==> src/rtl/packet_serializer.sv <==
`timescale 1ns/1ps
`default_nettype none
// ============================================================================
// Module   : packet_serializer (with its flit / packet type packages)
// Brief    : Takes one whole packet and emits it flit by flit as
//            HEAD, BODY..., TAIL. It rewrites each header with a locally
//            allocated packet_id and a running flit_num.
// Revision : 1.0 - initial release
// ============================================================================

// ----------------------------------------------------------------------------
// Link-level flit format shared by every flit producer and consumer.
// ----------------------------------------------------------------------------
package types;
    localparam int PAYLOAD_W   = 32;
    localparam int PACKET_ID_W = 4;
    localparam int FLIT_NUM_W  = 3;

    typedef enum logic [1:0] {
        HEAD     = 2'b00,
        BODY     = 2'b01,
        TAIL     = 2'b10,
        HEADTAIL = 2'b11
    } flittype_t;

    typedef logic [PACKET_ID_W-1:0] packet_id_t;
    typedef logic [FLIT_NUM_W-1:0]  flit_num_t;

    typedef struct packed {
        flittype_t              flittype;
        packet_id_t             packet_id;
        flit_num_t              flit_num;
        logic [PAYLOAD_W-1:0]   payload;
    } flit_t;
endpackage

// ----------------------------------------------------------------------------
// Whole-packet container, the same shape the reassembly buffer produces.
// ----------------------------------------------------------------------------
package packet_types;
    localparam int BUFFER_DEPTH = 8;
    localparam int TAIL_INDEX_W = 4;

    typedef struct packed {
        types::flit_t [BUFFER_DEPTH-1:0] buffer;
        logic [TAIL_INDEX_W-1:0]         tail_index;
    } packet_element_t;
endpackage

// ----------------------------------------------------------------------------
// MAX_FLITS must lie in [2, packet_types::BUFFER_DEPTH].
// ----------------------------------------------------------------------------
module packet_serializer #(
    parameter int MAX_FLITS      = 8,
    parameter int PACKET_ID_INIT = 0
) (
    input  logic                          nocclk,
    input  logic                          rst_n,
    input  packet_types::packet_element_t packet_in,
    input  logic                          packet_in_valid,
    output logic                          packet_in_ready,
    output types::flit_t                  flit_out,
    output logic                          flit_out_valid,
    input  logic                          flit_out_ready,
    output logic                          busy,
    output logic                          drop_error,
    output logic [15:0]                   sent_count
);

    localparam int DEPTH = packet_types::BUFFER_DEPTH;
    localparam int TIW   = packet_types::TAIL_INDEX_W;
    localparam int PW    = types::PAYLOAD_W;
    localparam int FNW   = types::FLIT_NUM_W;

    typedef logic [TIW-1:0] len_t;

    localparam len_t              C_MIN_LEN = len_t'(2);
    localparam len_t              C_MAX_LEN = len_t'(MAX_FLITS);
    localparam len_t              C_LEN_ONE = len_t'(1);
    localparam types::packet_id_t C_ID_INIT = types::packet_id_t'(PACKET_ID_INIT);
    localparam types::packet_id_t C_ID_ONE  = types::packet_id_t'(1);

    typedef enum logic [0:0] {
        ST_IDLE = 1'b0,
        ST_SEND = 1'b1
    } state_t;

    // ------------------------------------------------------------------------
    // State
    // ------------------------------------------------------------------------
    state_t                   state_q;
    logic [DEPTH-1:0][PW-1:0] pay_q;       // snapshot of the accepted payloads
    len_t                     len_q;       // flit count of the held packet
    len_t                     idx_q;       // index of the flit on flit_out
    types::packet_id_t        next_id_q;   // id for the held / next packet
    types::flit_t             flit_q;
    logic                     flit_valid_q;
    logic                     drop_q;
    logic [15:0]              sent_q;

    // ------------------------------------------------------------------------
    // Combinational helpers
    // ------------------------------------------------------------------------
    logic [DEPTH-1:0][PW-1:0] in_pay_d;
    logic                     unused_in_hdr;
    logic                     len_bad_d;
    logic                     fire_d;
    logic                     last_d;
    len_t                     idx_nxt_d;
    types::flit_t             head_flit_d;
    types::flit_t             nxt_flit_d;

    // Only the payloads of the incoming flits are kept. Their headers are
    // regenerated here, so the incoming header bits are deliberately ignored.
    always_comb begin
        in_pay_d      = '0;
        unused_in_hdr = 1'b0;
        for (int k = 0; k < DEPTH; k++) begin
            in_pay_d[k]   = packet_in.buffer[k].payload;
            unused_in_hdr = unused_in_hdr ^ (^{packet_in.buffer[k].flittype,
                                               packet_in.buffer[k].packet_id,
                                               packet_in.buffer[k].flit_num});
        end
    end

    // Accept-time length check, output handshake decode and next-flit build.
    always_comb begin
        len_bad_d = (packet_in.tail_index < C_MIN_LEN) ||
                    (packet_in.tail_index > C_MAX_LEN);
        fire_d    = flit_valid_q & flit_out_ready;
        last_d    = (idx_q == (len_q - C_LEN_ONE));
        idx_nxt_d = idx_q + C_LEN_ONE;

        head_flit_d           = '0;
        head_flit_d.flittype  = types::HEAD;
        head_flit_d.packet_id = next_id_q;
        head_flit_d.flit_num  = '0;
        head_flit_d.payload   = in_pay_d[0];

        // The flit after a non-final handshake is the TAIL once it reaches
        // the last index; otherwise it is a BODY.
        nxt_flit_d           = '0;
        nxt_flit_d.flittype  = (idx_nxt_d == (len_q - C_LEN_ONE)) ? types::TAIL
                                                                   : types::BODY;
        nxt_flit_d.packet_id = next_id_q;
        nxt_flit_d.flit_num  = idx_nxt_d[FNW-1:0];
        nxt_flit_d.payload   = pay_q[idx_nxt_d[FNW-1:0]];
    end

    // Serializer FSM. All outputs except ready/busy are registered here.
    always_ff @(posedge nocclk or negedge rst_n) begin
        if (!rst_n) begin
            state_q      <= ST_IDLE;
            pay_q        <= '0;
            len_q        <= '0;
            idx_q        <= '0;
            next_id_q    <= C_ID_INIT;
            flit_q       <= '0;
            flit_valid_q <= 1'b0;
            drop_q       <= 1'b0;
            sent_q       <= '0;
        end else begin
            drop_q <= 1'b0;
            case (state_q)
                ST_IDLE: begin
                    if (packet_in_valid) begin
                        if (len_bad_d) begin
                            // Bad length: discard and report. The id is not
                            // consumed and nothing is emitted.
                            drop_q <= 1'b1;
                        end else begin
                            pay_q        <= in_pay_d;
                            len_q        <= packet_in.tail_index;
                            idx_q        <= '0;
                            flit_q       <= head_flit_d;
                            flit_valid_q <= 1'b1;
                            state_q      <= ST_SEND;
                        end
                    end
                end
                ST_SEND: begin
                    // Without a handshake flit_q / flit_valid_q simply hold.
                    if (fire_d) begin
                        if (last_d) begin
                            flit_q       <= '0;
                            flit_valid_q <= 1'b0;
                            idx_q        <= '0;
                            next_id_q    <= next_id_q + C_ID_ONE;
                            sent_q       <= sent_q + 16'd1;
                            state_q      <= ST_IDLE;
                        end else begin
                            idx_q  <= idx_nxt_d;
                            flit_q <= nxt_flit_d;
                        end
                    end
                end
                default: begin
                    state_q      <= ST_IDLE;
                    flit_valid_q <= 1'b0;
                end
            endcase
        end
    end

    assign packet_in_ready = (state_q == ST_IDLE);
    assign busy            = (state_q != ST_IDLE);
    assign flit_out        = flit_q;
    assign flit_out_valid  = flit_valid_q;
    assign drop_error      = drop_q;
    assign sent_count      = sent_q;

endmodule

`default_nettype wire
==> config.mk <==
export PLATFORM = sky130hd
export DESIGN_NAME = packet_serializer
export DESIGN_NICKNAME = d
export VERILOG_FILES = /design/src/rtl/packet_serializer.sv
export SDC_FILE = /design/constraint.sdc
export NUM_CORES = 1
export LEC_CHECK = 0
export ABC_CLOCK_PERIOD_IN_PS = 3800
export CORE_MARGIN = 2
export CORE_UTILIZATION = 25
export DETAILED_ROUTE_END_ITERATION = 8
export DONT_BUFFER_PORTS = 1
export GPL_TIMING_DRIVEN = 0
export SLEW_MARGIN = 20
export SYNTH_ARGS = -nofsm -noshare
export SYNTH_HDL_FRONTEND = slang
export SYNTH_SLANG_ARGS = --single-unit
==> constraint.sdc <==
create_clock -name nocclk -period 3.8 [get_ports nocclk]
set_input_delay 0.76 -clock nocclk [delete_from_list [all_inputs] [get_ports nocclk]]
set_output_delay 0.76 -clock nocclk [all_outputs]
set_load 0.005 [all_outputs]
==> flow_metrics.py, run 1 <==
metrics = {
    "drt": {
        "ant_nets": 0,
        "vias_per_cell": 4.816,
        "drt-total-wl_um": 57010,
        "drtIter0Drc": 879,
        "num_vias": 11260,
        "firstDrtPassIters": 5,
        "post_drt_wl_per_cell_um": 24.37,
        "drc": 0,
    },
    "logic_synthesis": {
        "synth_area_leaders": "dfrtp_1 (55%), nand2_1 (20%), mux4_2 (9.2%)",
        "synth_edf_count": 0,
        "yosysUniqueCellTypes": 48,
        "synth_area_sq_um": 14670,
        "synth_seq_cells": 325,
        "synth_warnings": 0,
        "ys_async_sr_fraction_pct": 100.0,
        "synthFlopType": "dfrtp_1",
        "ys_seq_area_share_pct": 55.42,
        "syn_inst": 1492,
        "syn_avg_cell_area_sq_um": 9.835,
        "yosysTopAreaCell": "dfrtp_1",
        "synth_top_cell_area_share_pct": 55.42,
        "syn-num-nets": 1832,
    },
    "clock_tree": {
        "h-tree-depth": 2,
        "numCtsBuffers": 41,
        "cts.path.max_buffers": 3,
        "cts_root_buf": "clkbuf_16",
        "post_cts_resized": 0,
        "cts_setup_buffers": 0,
        "clock-sinks": 325,
        "clk_pin_slew_ns": 0.06,
        "clk_latency_ns": 0.58,
        "cts_tree": "built",
    },
    "floorplan": {
        "initial_core_util_pct": 25.34,
        "die_w_um": 246.3,
        "fp.coreArea_sq_um": 57920,
        "row_count": 88,
        "dieArea_sq_um": 60650,
        "ios": 397,
        "dieHeight_um": 246.3,
    },
    "power_and_ir_drop": {
        "ir_drop_mv": 0.3939,
        "p_leak_nw": 8.201,
        "powerDensity_nw_per_um2": 977.1,
        "power.total_mw": 16.77,
    },
    "global_route": {
        "grt_start_max_net_pins": 326,
        "grt_use_total_pct": 18.86,
        "antenna_found_initial": 11,
        "grt_pass1_vias": 12130,
        "gr-total-overflow": 0,
        "grt_pass1_wl_um": 82100,
    },
    "finish": {
        "drive_gt1_share_pct": 13.47,
        "nets": 1875,
        "multi_input_area_sq_um": 6000,
        "final_cell_mix": "nand2_1 (772), dfrtp_1 (325), mux4_2 (60), clkbuf_1 (49), clkbuf_16 (43)",
        "seqCellArea_sq_um": 8133,
        "layout_commonest_cell": "nand2_1",
        "syn_to_final_growth_pct": 16.93,
        "num-fill-cells": 6124,
        "fin_cells": 2339,
        "fin_util_pct": 29.63,
    },
    "worst_setup_path": {
        "worstPathRequired_ns": 4.25,
        "rrSetupSlack_ns": 1.10,
        "cp-start-kind": "flip-flop",
        "worstSetupStartpoint": "idx_q[0]",
        "arrival_ns": 3.15,
        "reg2reg_to": "flit_out[21]",
        "critical_path.reg2reg.startpoint": "idx_q[0]",
        "cp-end-kind": "flip-flop",
        "critPathKind": "flip-flop to flip-flop",
        "crit_fanout": 10,
        "crit_end": "flit_out[21]",
        "r2r_cells": 8,
    },
    "sta": {
        "fin_crit_ns": 2.704,
        "relSlewSlack_pct": 33.61,
        "fmax_mhz": 369.8,
        "timing_hold_violations_final": 138,
        "drv_slew": 0,
        "post-route-period-util_pct": 71.17,
        "skew_ns": 0.03197,
        "holdWs_ns": -0.1046,
        "final-setup-viol-count": 0,
        "rsz0062_at_grt": "no",
        "tns_ns": 0,
        "worstMarginPinSlew_ns": 0.9959,
    },
    "outcome": {
        "outcome": "finished with violations",
        "violations": "negative hold slack",
    },
    "placement": {
        "gp_congestion": 0.8305,
        "place_hpwl_um": 41240,
        "dp.cells": 2257,
        "port_buffers": 0,
    },
    "flow_run": {
        "max-cap-violations": 0,
    },
    "min_path": {
        "hold_path.class": "input pin to async pin",
    },
}
-- synth_stat cells (6+ instances only) --
library cell / instances
nand2_1: 772
dfrtp_1: 325
mux4_2: 60
clkbuf_1: 45
o21ai_0: 34
mux2_2: 29
nor2_1: 29
a31oi_1: 21
buf_2: 20
xnor2_1: 20
nand3_1: 15
a21oi_1: 14
buf_4: 10
buf_6: 9
nor3_1: 8
and3_1: 7
buf_1: 6
inv_1: 6
nand4_1: 6
-- layer usage --
layer  vias to the layer above  wire length [um]  GRT usage (%)
li1                       4965                 -              -
met1                      5649             23460          24.05
met2                       503             26500          30.43
met3                       139              4706          4.749
met5                         -                54              0
met4                         8              2292          7.849
-- area by class of cell --
| cell class | instances | share of cell area, % |
|---|---|---|
| antenna | 7 | 0.1021 |
| buffer | 93 | 3.004 |
| clock buffer | 53 | 6.840 |
| clock inverter | 22 | 1.954 |
| inverter | 7 | 0.1531 |
| multi-input combinational | 1067 | 34.97 |
| sequential | 325 | 47.40 |
| tap | 765 | 5.579 |
-- kinds of logic (layout without fill, tap and decap cells) --
family,count (synthesis),after routing,share of synthesized area (%)
simple gates,850,850,22.60
flops,325,325,55.42
mux,98,98,12.49
buf+inv,100,175,3.692
other cells,0,7,0
fa+ha+maj,4,4,0.3411
compound gates,88,88,3.649
xor+xnor,27,27,1.808
-- metrics by stage --
stage	setup slack, ns	instance area, sq um	hold slack, ns
6_report	1.096	17160	-0.1046
5_1_grt	0.9257	17150	-0.1364
4_1_cts	1.074	17140	-0.1473
3_5_place_dp	0.6008	15630	0.4561
3_3_place_gp	0.6197	15630	0.4514
2_1_floorplan	1.677	14670	0.4373
-- critical path: stages, from the launching register on --
cell,delay [ns]
dfrtp_1,0.43
ha_1,0.32
xor2_2,0.42
buf_6,0.26
buf_12,0.20
mux4_2,0.32
mux2i_1,0.27
nor3_1,0.07
a221o_1,0.29
-- where the power goes --
part / switching [mW] / total, mW / internal [mW]
combinational: 3.35 / 6.22 / 2.88
clock: 1.64 / 4.38 / 2.74
sequential: 1.07 / 6.16 / 5.10
-- registers in the layout, summed over array words and instances, names as in the netlist --
name and cells:
flit_out_valid 1, drop_error 1, len_q 4, sent_count 16, next_id_q 4, busy 1, pay_q 256, idx_q 4
flit_out 38
-- worst min-delay path by stage --
stage                from      endpoint  slack [ns]  depth (start not counted)
2_1_floorplan  pay_q[113]    pay_q[113]        0.44                          2
4_1_cts             rst_n  flit_out[19]       -0.15                          0
6_report            rst_n    pay_q[248]       -0.10                          0
3_5_place_dp   pay_q[113]    pay_q[113]        0.46                          2
3_3_place_gp   pay_q[177]    pay_q[177]        0.45                          2
5_1_grt             rst_n    pay_q[248]       -0.14                          0
No activity file was read; power rests on OpenSTA's default activity.
==> run 2, diff against run 1 <==
--- a/config.mk
+++ b/config.mk
@@ -5,7 +5,7 @@
 export SDC_FILE = /design/constraint.sdc
 export NUM_CORES = 1
 export LEC_CHECK = 0
-export ABC_CLOCK_PERIOD_IN_PS = 3800
+export ABC_CLOCK_PERIOD_IN_PS = 2500
 export CORE_MARGIN = 2
 export CORE_UTILIZATION = 25
 export DETAILED_ROUTE_END_ITERATION = 8
==> constraint.sdc (replaced) <==
create_clock -name nocclk -period 2.5 [get_ports nocclk]
set_input_delay 0.5 -clock nocclk [delete_from_list [all_inputs] [get_ports nocclk]]
set_output_delay 0.5 -clock nocclk [all_outputs]
set_load 0.005 [all_outputs]
==> flow_metrics.py, run 2 (synthesis results as in run 1) <==
metrics = {
    "global_route": {
        "grt_pass1_wl_um": 82340,
        "grt_pass1_vias": 12190,
        "grt_use_total_pct": 18.92,
        "grt_start_max_net_pins": 326,
        "antenna_found_initial": 11,
        "gr-total-overflow": 0,
    },
    "clock_tree": {
        "cts_root_buf": "clkbuf_16",
        "clk_pin_slew_ns": 0.06,
        "clk_latency_ns": 0.57,
        "cts_tree": "built",
        "h-tree-depth": 2,
        "numCtsBuffers": 41,
        "cts_hold_buffers": 9,
        "clock-sinks": 325,
        "cts.path.max_buffers": 3,
    },
    "finish": {
        "layout_commonest_cell": "nand2_1",
        "fin_cells": 2350,
        "num-fill-cells": 6110,
        "largest_reg_flops": 256,
        "multi_input_area_sq_um": 6041,
        "final_cell_mix": "nand2_1 (772), dfrtp_1 (325), mux4_2 (61), clkbuf_16 (43), o21ai_0 (34)",
        "drive_gt1_share_pct": 15.83,
        "top_register": "pay_q",
        "nets": 1887,
        "syn_to_final_growth_pct": 18.75,
        "seqCellArea_sq_um": 8133,
    },
    "drt": {
        "drt-total-wl_um": 57400,
        "num_vias": 11250,
        "ant_nets": 0,
        "vias_per_cell": 4.786,
        "drc": 0,
        "post_drt_wl_per_cell_um": 24.43,
        "firstDrtPassIters": 5,
        "drtIter0Drc": 942,
    },
    "floorplan": {
        "fp.coreArea_sq_um": 57920,
        "dieArea_sq_um": 60650,
        "die_w_um": 246.3,
        "initial_core_util_pct": 25.34,
        "ios": 397,
        "row_count": 88,
        "dieHeight_um": 246.3,
    },
    "outcome": {
        "outcome": "finished with violations",
        "violations": "negative hold slack",
    },
    "sta": {
        "relSlewSlack_pct": 36.47,
        "holdWs_ns": -0.3656,
        "post-route-period-util_pct": 96.90,
        "final-setup-viol-count": 0,
        "worstMarginPinSlew_ns": 0.9529,
        "fin_crit_ns": 2.422,
        "skew_ns": 0.03200,
        "fmax_mhz": 412.8,
        "rsz0062_at_grt": "yes",
        "drv_slew": 0,
        "timing_hold_violations_final": 325,
    },
    "worst_setup_path": {
        "crit_slowest_cell": "mux4_2",
        "worstSetupStartpoint": "idx_q[0]",
        "cp-end-kind": "flip-flop",
        "worstPathRequired_ns": 2.95,
        "cp-start-kind": "flip-flop",
        "critPathKind": "flip-flop to flip-flop",
        "crit_end": "flit_out[21]",
        "reg2reg_to": "flit_out[21]",
        "crit_chain": "ha_4 > buf_12 > buf_8 > mux4_2 > mux2i_2 > nor3_1 > a221o_1",
        "crit_fanout": 10,
        "r2r_cells": 7,
        "critical_path.reg2reg.startpoint": "idx_q[0]",
        "rrSetupSlack_ns": 0.08,
        "arrival_ns": 2.87,
        "crit_path_max_incr_delay_ns": 0.53,
    },
    "placement": {
        "dp.cells": 2257,
        "gp_congestion": 0.8305,
        "place_hpwl_um": 41240,
        "port_buffers": 0,
    },
    "power_and_ir_drop": {
        "powerDensity_nw_per_um2": 1487,
        "p_leak_nw": 8.366,
        "ir_drop_mv": 0.5979,
    },
    "min_path": {
        "hold_path.class": "input pin to async pin",
    },
    "flow_run": {
        "max-cap-violations": 0,
    },
}
-- run 2: cell types whose count changed in the layout (fill, tap and decap cells not counted), sizes merged --
cell           change
buf                -3
clkbuf             +5
dlygate4sd3        +9
diode              -1
clkdlybuf4s15      +1
-- run 2: final cells by class --
class	count	area share (%)
Buffer	93	3.554
Timing Repair Buffer	12	0.7180
Clock buffer	53	6.735
Multi-Input combinational cell	1067	34.67
Inverter	7	0.1508
Tap cell	765	5.493
Antenna cell	6	0.08616
Sequential cell	325	46.67
Clock inverter	22	1.924
-- run 2: worst min path at each step --
stage               startpoint      endpoint  depth (start not counted)
global route             rst_n    pay_q[248]                          0
finish                   rst_n    pay_q[248]                          0
CTS                      rst_n  flit_out[19]                          0
detailed placement       rst_n    pay_q[248]                          0
global placement         rst_n    pay_q[248]                          0
floorplan                rst_n          busy                          0
-- run 2: power by group --
part	leakage [nW]	internal, mW	switching, mW
sequential	4.10	7.75	1.64
combinational	3.53	4.65	5.20
clock	0.738	4.16	2.51
-- run 2: worst max-delay path: cells and delay by family, from the launching register on --
family	cells	cell delay (ns)
and+or+nand+nor	1	0.07
adders and majority gates	1	0.34
AOI/OAI and AO/OA	1	0.27
buffers and inverters	2	0.37
muxes	2	0.76
DFF	1	0.46
-- run 2: layer usage --
metal  GRT usage [%]  vias up  routed length (um)
li1                -     4988                   -
met1           24.11     5643               23470
met2           30.69      484               27040
met3           4.760      124                4837
met4           7.548        8                1994
met5               0        -                  53
-- run 2: per-stage QoR --
step | cell area (sq um) | setup WS, ns | power (mW) | TNS, ns | utilization, %
after floorplan | 14670 | 0.3769 | 15.80 | 0 | -
after global placement | 15630 | -0.4203 | 18.65 | -42.07 | 26.99
after detailed placement | 15630 | -0.4392 | 19.02 | -45.62 | 26.99
after CTS | 17350 | -0.006817 | 26.04 | -0.006817 | 29.95
after global routing | 17420 | -0.01896 | 27.55 | -0.01896 | 30.08
final | 17430 | 0.07759 | 25.91 | 0 | 30.09
-- run 2: what timing repair did --
| action | CTS | global route |
|---|---|---|
| endpoints found under the hold margin | 334 | 325 |
| endpoints found under the setup margin | 115 | 202 |
| resized for setup | 32 | 35 |
| buffers inserted | 3 | 0 |
| pin swaps | 1 | 0 |
